===== src/rtl/timer_dev_if.sv =====
// Bus-side port bundle of the programmable down-counter timer.
// The bridge (master) drives the word select, write strobe and write data;
// the timer (slave) returns combinational read data and its interrupt request.
interface timer_dev_if;
    logic [1:0]  addr;
    logic        we;
    logic [31:0] din;
    logic [31:0] dout;
    logic        irq;

    modport master (
        output addr,
        output we,
        output din,
        input  dout,
        input  irq
    );

    modport slave (
        input  addr,
        input  we,
        input  din,
        output dout,
        output irq
    );
endinterface


===== src/rtl/timer_dev.sv =====
// Memory-mapped programmable down-counter timer.
// Three word registers: CTRL {im, mode[1:0], en}, PRESET (reload value) and
// COUNT (read-only current value). The counter runs PRESET down to zero and
// raises an interrupt flag, either one-shot and held until software writes
// CTRL/PRESET (mode 0, and the aliases 2/3), or as a one-cycle pulse with
// automatic reload (mode 1). A CTRL/PRESET write always wins over the counting
// sequence in the same cycle, sends it back to idle and clears the flag.
module timer_dev (
    input  logic       clk,
    input  logic       reset,
    timer_dev_if.slave bus
);

    // Word select encoding on the bus.
    localparam logic [1:0] ADDR_CTRL   = 2'd0;
    localparam logic [1:0] ADDR_PRESET = 2'd1;
    localparam logic [1:0] ADDR_COUNT  = 2'd2;

    // Mode value that selects periodic auto-reload; every other mode is one-shot.
    localparam logic [1:0] MODE_PERIODIC = 2'd1;

    typedef enum logic [1:0] {
        S_IDLE,
        S_LOAD,
        S_CNT,
        S_INT
    } state_t;

    state_t      r_state;
    logic        r_en;
    logic [1:0]  r_mode;
    logic        r_im;
    logic [31:0] r_preset;
    logic [31:0] r_count;
    logic        r_irqFlag;

    logic        w_ctrlWrite;
    logic        w_presetWrite;
    logic        w_cfgWrite;
    logic        w_autoReload;
    logic        w_lastTick;
    logic [31:0] w_ctrlRead;
    logic [31:0] w_readData;

    // Decode which software-visible register a bus write targets; COUNT and the
    // reserved word are not writable, so they never produce a write strobe.
    always_comb begin
        w_ctrlWrite   = 1'b0;
        w_presetWrite = 1'b0;
        if (bus.we) begin
            case (bus.addr)
                ADDR_CTRL:   w_ctrlWrite   = 1'b1;
                ADDR_PRESET: w_presetWrite = 1'b1;
                default: begin
                    w_ctrlWrite   = 1'b0;
                    w_presetWrite = 1'b0;
                end
            endcase
        end
    end

    assign w_cfgWrite   = w_ctrlWrite | w_presetWrite;
    assign w_autoReload = (r_mode == MODE_PERIODIC);
    // A count of 1 (or a zero preset) means this tick is the terminal one.
    assign w_lastTick   = (r_count <= 32'd1);

    // Counting sequence and register file; a configuration write takes priority
    // over whatever the sequence would otherwise do this cycle.
    always_ff @(posedge clk) begin
        if (reset) begin
            r_state   <= S_IDLE;
            r_en      <= 1'b0;
            r_mode    <= 2'd0;
            r_im      <= 1'b0;
            r_preset  <= 32'd0;
            r_count   <= 32'd0;
            r_irqFlag <= 1'b0;
        end else if (w_cfgWrite) begin
            if (w_ctrlWrite) begin
                r_en   <= bus.din[0];
                r_mode <= bus.din[2:1];
                r_im   <= bus.din[3];
            end else begin
                r_preset <= bus.din;
            end
            r_state   <= S_IDLE;
            r_irqFlag <= 1'b0;
        end else begin
            case (r_state)
                S_IDLE: begin
                    if (r_en) begin
                        r_state <= S_LOAD;
                    end
                end
                S_LOAD: begin
                    r_count <= r_preset;
                    r_state <= S_CNT;
                end
                S_CNT: begin
                    if (!r_en) begin
                        r_state <= S_IDLE;
                    end else if (!w_lastTick) begin
                        r_count <= r_count - 32'd1;
                    end else begin
                        r_count   <= 32'd0;
                        r_irqFlag <= 1'b1;
                        r_state   <= S_INT;
                    end
                end
                S_INT: begin
                    if (w_autoReload) begin
                        r_irqFlag <= 1'b0;
                        r_state   <= S_LOAD;
                    end else begin
                        r_en    <= 1'b0;
                        r_state <= S_IDLE;
                    end
                end
                default: begin
                    r_state <= S_IDLE;
                end
            endcase
        end
    end

    assign w_ctrlRead = {28'd0, r_im, r_mode, r_en};

    // Combinational read mux; a read in a write cycle sees the pre-write value.
    always_comb begin
        w_readData = 32'd0;
        case (bus.addr)
            ADDR_CTRL:   w_readData = w_ctrlRead;
            ADDR_PRESET: w_readData = r_preset;
            ADDR_COUNT:  w_readData = r_count;
            default:     w_readData = 32'd0;
        endcase
    end

    assign bus.dout = w_readData;
    assign bus.irq  = r_im & r_irqFlag;

endmodule


===== src/flat_wrapper.sv =====
// flat-port wrapper written by rule: the top's interface ports become plain ports
module timer_dev_flat 
  (clk, reset, bus_addr, bus_we, bus_din, bus_dout, bus_irq);
  timer_dev_if bus_i ();
  input  logic clk;
  input  logic reset;
  input wire logic [$bits(bus_i.addr)-1:0] bus_addr;
  input wire logic [$bits(bus_i.we)-1:0] bus_we;
  input wire logic [$bits(bus_i.din)-1:0] bus_din;
  output wire logic [$bits(bus_i.dout)-1:0] bus_dout;
  output wire logic [$bits(bus_i.irq)-1:0] bus_irq;
  assign bus_i.addr = bus_addr;
  assign bus_i.we = bus_we;
  assign bus_i.din = bus_din;
  assign bus_dout = bus_i.dout;
  assign bus_irq = bus_i.irq;
  timer_dev u_core (.clk(clk), .reset(reset), .bus(bus_i));
endmodule

===== config.mk =====
export PLATFORM = sky130hd
export DESIGN_NAME = timer_dev_flat
export DESIGN_NICKNAME = d
export VERILOG_FILES = /design/src/rtl/timer_dev_if.sv /design/src/rtl/timer_dev.sv /design/src/flat_wrapper.sv
export SDC_FILE = /design/constraint.sdc
export NUM_CORES = 1
export LEC_CHECK = 0
export BUFFER_PORTS_ARGS = -buffer_cell sky130_fd_sc_hd__buf_2
export CORE_MARGIN = 2
export CORE_UTILIZATION = 61
export DETAILED_ROUTE_END_ITERATION = 12
export PLACE_DENSITY = 0.9
export SYNTH_ARGS = -nofsm -noshare
export SYNTH_HDL_FRONTEND = slang
export SYNTH_SLANG_ARGS = --single-unit

===== constraint.sdc =====
create_clock -name clk -period 4.25 [get_ports clk]
set_input_delay 0 -clock clk [delete_from_list [all_inputs] [get_ports clk]]
set_output_delay 0 -clock clk [all_outputs]
set_load 0.01 [all_outputs]

# After elaboration in Yosys (flattened, before gate mapping)
# Index checks and enable logic that the tools add are counted.
# classes
add_sub_neg	1
n_eq_ne	13
bitwise_logic	4
n_reduce_logical	12
order_cmp	1
n_mux	21
# op_table
cell	count
32-bit case mux with 3 select lines	1
32-bit 2-to-1 mux	2
32-bit case mux with 2 select lines	1
32-bit by 1-bit <= comparator with 1-bit output, second input constant	1
32-bit by 1-bit subtractor with 32-bit output, second input constant	1
1-bit 2-to-1 mux	12
2-bit by 1-bit != test with 1-bit output, second input constant	6
2-bit case mux with 4 select lines	1
2-bit by 1-bit equality test with 1-bit output, second input constant	3
2-bit equality test, second input constant	3
2-bit 2-to-1 mux	3
2-bit AND reduction	3
3-bit AND reduction	2
2-bit nonzero test	3
2-bit zero test	2
4-bit AND reduction	1
3-bit != test, second input constant	1
1-bit inverter	2
1-bit case mux with 2 select lines	1
2-bit OR reduction	1
1-bit bitwise AND	1
1-bit OR	1
# word_totals
reg_bits	71
out_inout_bits	33

# Logic depth before layout (Yosys ltp)
# depth
depth_word	6
ltp_mapped	10
ltp_nobuf	8

# Worst setup path after synthesis
# Ideal clock, no wire load.
# synth_path
path_kind	reg2reg
startpoint	register u_core.r_count[12]
endpoint	register u_core.r_count[7]
path_stages_with_launch	10
setup_slack_ns	1.630
path_buffers	3
arrival_time_ns	2.492
period_less_slack_ns	2.620
setup_time_ns	0.128
cell_sequence	dfxtp_1 > or4_1 > buf_2 > or4_4 > buf_6 > o31ai_4 > buf_6 > o21ai_1 > a22oi_1 > nor2_1
# synth_via
elab_chain_len	4
# synth_lines
item	line_no	source
start: declaration	timer_dev.sv:34	logic [31:0] r_count;
start signal: assignment	timer_dev.sv:96	r_count <= r_preset;
start signal: assignment	timer_dev.sv:103	r_count <= r_count - 32'd1;
32-bit by 1-bit <= comparator with 1-bit output	timer_dev.sv:65	assign w_lastTick = (r_count <= 32'd1);
32-bit 2-to-1 mux	timer_dev.sv:102	end else if (!w_lastTick) begin
32-bit 2-to-1 mux	timer_dev.sv:100	if (!r_en) begin
32-bit case mux with 2 select lines	timer_dev.sv:89	case (r_state)
# Every way passes these cells. The select of a mux whose other input is x is not followed.
# A chain may end at the register's enable or synchronous reset.

# Final worst setup path
# layout_path
startpoint	register u_core.r_count[12]
endpoint	register u_core.r_count[12]
# layout_via
elab_chain_len	4
word_cells_on_any_way	5
cone_classes	1 x add/sub; 1 x order compare; 3 x mux
# layout_lines
item	line_no
32-bit by 1-bit subtractor with 32-bit output or 32-bit by 1-bit <= comparator with 1-bit output (tied branches)	timer_dev.sv:103, timer_dev.sv:65
32-bit 2-to-1 mux (*)	timer_dev.sv:102
32-bit 2-to-1 mux (*)	timer_dev.sv:100
32-bit case mux with 2 select lines (*)	timer_dev.sv:89
# Every way passes the cells marked *; elsewhere a longest branch is shown, timed or not. The select of a mux whose other input is x is not followed.

==> results.sh <==
export IMPL_cts_sinks=71
export IMPL_async_flop_share=0
export IMPL_core_area_um2=6420
export IMPL_die_area_um2=7350
export IMPL_die_h_um=85.7
export IMPL_violations="DRC"
export IMPL_period_needed_ns=3.13
export IMPL_io_buffer_count=69
export IMPL_drv_slew=0
export IMPL_synth_edf_count=0
export IMPL_ys_seq_elements=71
export IMPL_io_pins=70
export IMPL_tightest_slew_ns=1.27
export IMPL_synthXorXnorAreaFrac=0
export IMPL_synthTopCellsByArea="dfxtp_1 (35%), nand2_1 (8.9%), a21oi_1 (7.2%)"
export IMPL_finalSetupViolCount=0
export IMPL_grt_overflow_total=0
export IMPL_rsz0062_at_grt="no"
export IMPL_worstSetupPathType="reg2reg"
export IMPL_num_vias=4594
export IMPL_synth_main_ff_cell="dfxtp_1"
export IMPL_yosys_area_top_type="dfxtp_1"
export IMPL_ctsRootBufferMaster="clkbuf_8"
export IMPL_drt_initial_drc_count=574
export IMPL_synthTopCellsByCount="nand2_1 (97), dfxtp_1 (71), a21oi_1 (59)"
export IMPL_yosysWarnings=0
export IMPL_fin_skew_ns=0.00893
export IMPL_drc_errors=4
export IMPL_cts_buffers=9
export IMPL_syn_avg_cell_area_um2=7.49
export IMPL_diodes=0
export IMPL_synth_top_family_by_area="compound AO/OA/AOI/OAI gates"
export IMPL_htreeDepth=3
export IMPL_yosysMostFrequentCell="nand2_1"
export IMPL_fmax_mhz=319
export IMPL_grt_max_degree=51
export IMPL_synthAdderAreaFrac=0.0184
export IMPL_clk_pin_slew_ns=0.07
export IMPL_irDropWorstVdd_uv=230
export IMPL_antenna_found_initial=0
export IMPL_period_share=0.737
export IMPL_drt_first_pass_iters=12
export IMPL_num_rows=29
export IMPL_final_cells=704
export IMPL_hold_viol_final=0
export IMPL_synth_area_um2=4080
export IMPL_clockBufferDepth=2
export IMPL_cp_start_kind="flip-flop"
export IMPL_grt_pass1_vias=4288
export IMPL_tritoncts="built"
export IMPL_relSlewSlack=0.155
export IMPL_dp_cells=656
export IMPL_place_congestion=0.936
export IMPL_synth_simple_area_share=0.265
export IMPL_areaGrowthSynthToFinish_pct=20.7
export IMPL_cts_hold_buffers=32
export IMPL_cp_required_ns=4.45
export IMPL_synthMuxAreaShare=0.0147
export IMPL_ant_nets=0
export IMPL_hpwl_mm=7.57
export IMPL_synth_compound_area_frac=0.290
export IMPL_syn_inst=544
export IMPL_hold_class="in2reg"
export IMPL_grt_pass1_wl_mm=20.1
export IMPL_end_kind="flip-flop"
export IMPL_synth_nets=587
export IMPL_synth_distinct_cells=51
export IMPL_post_route_cells_drive_above_1_share=0.167
export IMPL_fin_tns_setup_ns=0
export IMPL_p_per_area_nw_per_um2=306
export IMPL_via_per_inst=6.53
export IMPL_cp_max_fo=15
export IMPL_postLayoutCellArea_um2=4920
export IMPL_synth_yosys_seq_area_share=0.349
export IMPL_cts_resized_gates=0
export IMPL_synth_top_area_frac=0.349
export IMPL_grt_usage=0.341
export IMPL_status="complete, but fails checks"
export IMPL_wire_per_inst_um=17.2
export IMPL_dpl_cell_area_um2=4410
export IMPL_insertion_delay_ns=0.35
export IMPL_start_util=0.635
export IMPL_cap_violations=0
export IMPL_arrival_ns=3.34
export IMPL_routed_wl_mm=12.1
export IMPL_nets=665
export IMPL_die_w_um=85.7
export IMPL_power_leakage_nw=1.93
export IMPL_hold_worst_slack_ns=0.102
export IMPL_postCtsSetupBuffers=0
==> cells by family after synthesis <==
logic type | after synthesis
mux | 6
buf+inv | 62
fa+ha+maj | 6
flops | 71
compound gates | 178
simple gates | 221
==> cell type report <==
type                            instances  area (µm²)
Inverter                               17        63.8
Clock buffer                           12         145
Clock inverter                          4        45.0
Sequential cell                        71        1420
Multi-Input combinational cell        411        2400
Tap cell                               77        96.3
Fill cell                             459        1500
Timing Repair Buffer                  112         748
==> worst paths after layout <==
| kind | endpoint | cells after the start | start | slack, ns |
|---|---|---|---|---|
| worst min register to register | u_core.r_preset[16] | 2 | u_core.r_preset[16] | 0.47 |
| worst max register to register | u_core.r_count[12] | 7 | u_core.r_count[12] | 1.12 |
| worst min-delay path | u_core.r_im | 3 | bus_addr[0] | 0.10 |
| worst max-delay path | u_core.r_count[12] | 7 | u_core.r_count[12] | 1.12 |
==> cells in the final DEF, fill, tap and decap left out, types with 10 or more instances in the layout <==
cell type      Yosys  final
nor3_1            13     13
buf_2              2     69
buf_4              0     11
nor2_1            32     32
dfxtp_1           71     71
inv_1             17     17
nand3_1           11     11
a21oi_1           59     59
dlygate4sd3_1      0     32
a31oi_1           13     13
nand2_1           97     97
nor4_1            10     10
o21ai_0           28     28
a22o_1            28     28
clkbuf_8           0     10
==> registers in the layout (all words and copies together) (netlist names) <==
register / cells
u_core.r_preset: 32
u_core.r_state: 2
u_core.r_count: 32
u_core.r_im: 1
u_core.r_mode: 2
u_core.r_irqFlag: 1
u_core.r_en: 1
==> routing by layer <==
metal	part of all wire	GRT usage	up-vias	routed length (µm)
li1	-	-	2142	-
met1	0.40	0.437	2126	4780
met2	0.48	0.553	285	5840
met3	0.090	0.0712	41	1090
met4	0.031	0.153	0	374
met5	0	0	-	0
==> stage by stage <==
| stage | worst slack [ns] | total power [mW] | utilization |
|---|---|---|---|
| 2_1_floorplan | 1.63 | 0.877 | - |
| 5_1_grt | 0.966 | 1.57 | 0.766 |
| 3_3_place_gp | 1.28 | 0.946 | 0.687 |
| 3_5_place_dp | 1.16 | 0.954 | 0.687 |
| 6_report | 1.12 | 1.51 | 0.766 |
| 4_1_cts | 1.14 | 1.50 | 0.766 |
==> power by group <==
| group | leakage (nW) | switching [mW] | internal (mW) |
|---|---|---|---|
| Sequential | 0.575 | 0.0171 | 0.681 |
| Clock | 0.100 | 0.250 | 0.285 |
| Combinational | 1.25 | 0.174 | 0.100 |
==> worst max-delay path, cell delays in order (launching register included) <==
cell and delay [ns]:
dfxtp_1 0.37, or4_1 0.66, or4_4 0.61, o31ai_4 0.63
buf_4 0.33, o32ai_1 0.12, a22oi_1 0.20, nor2_1 0.07
(Power assumes the default switching activity.)
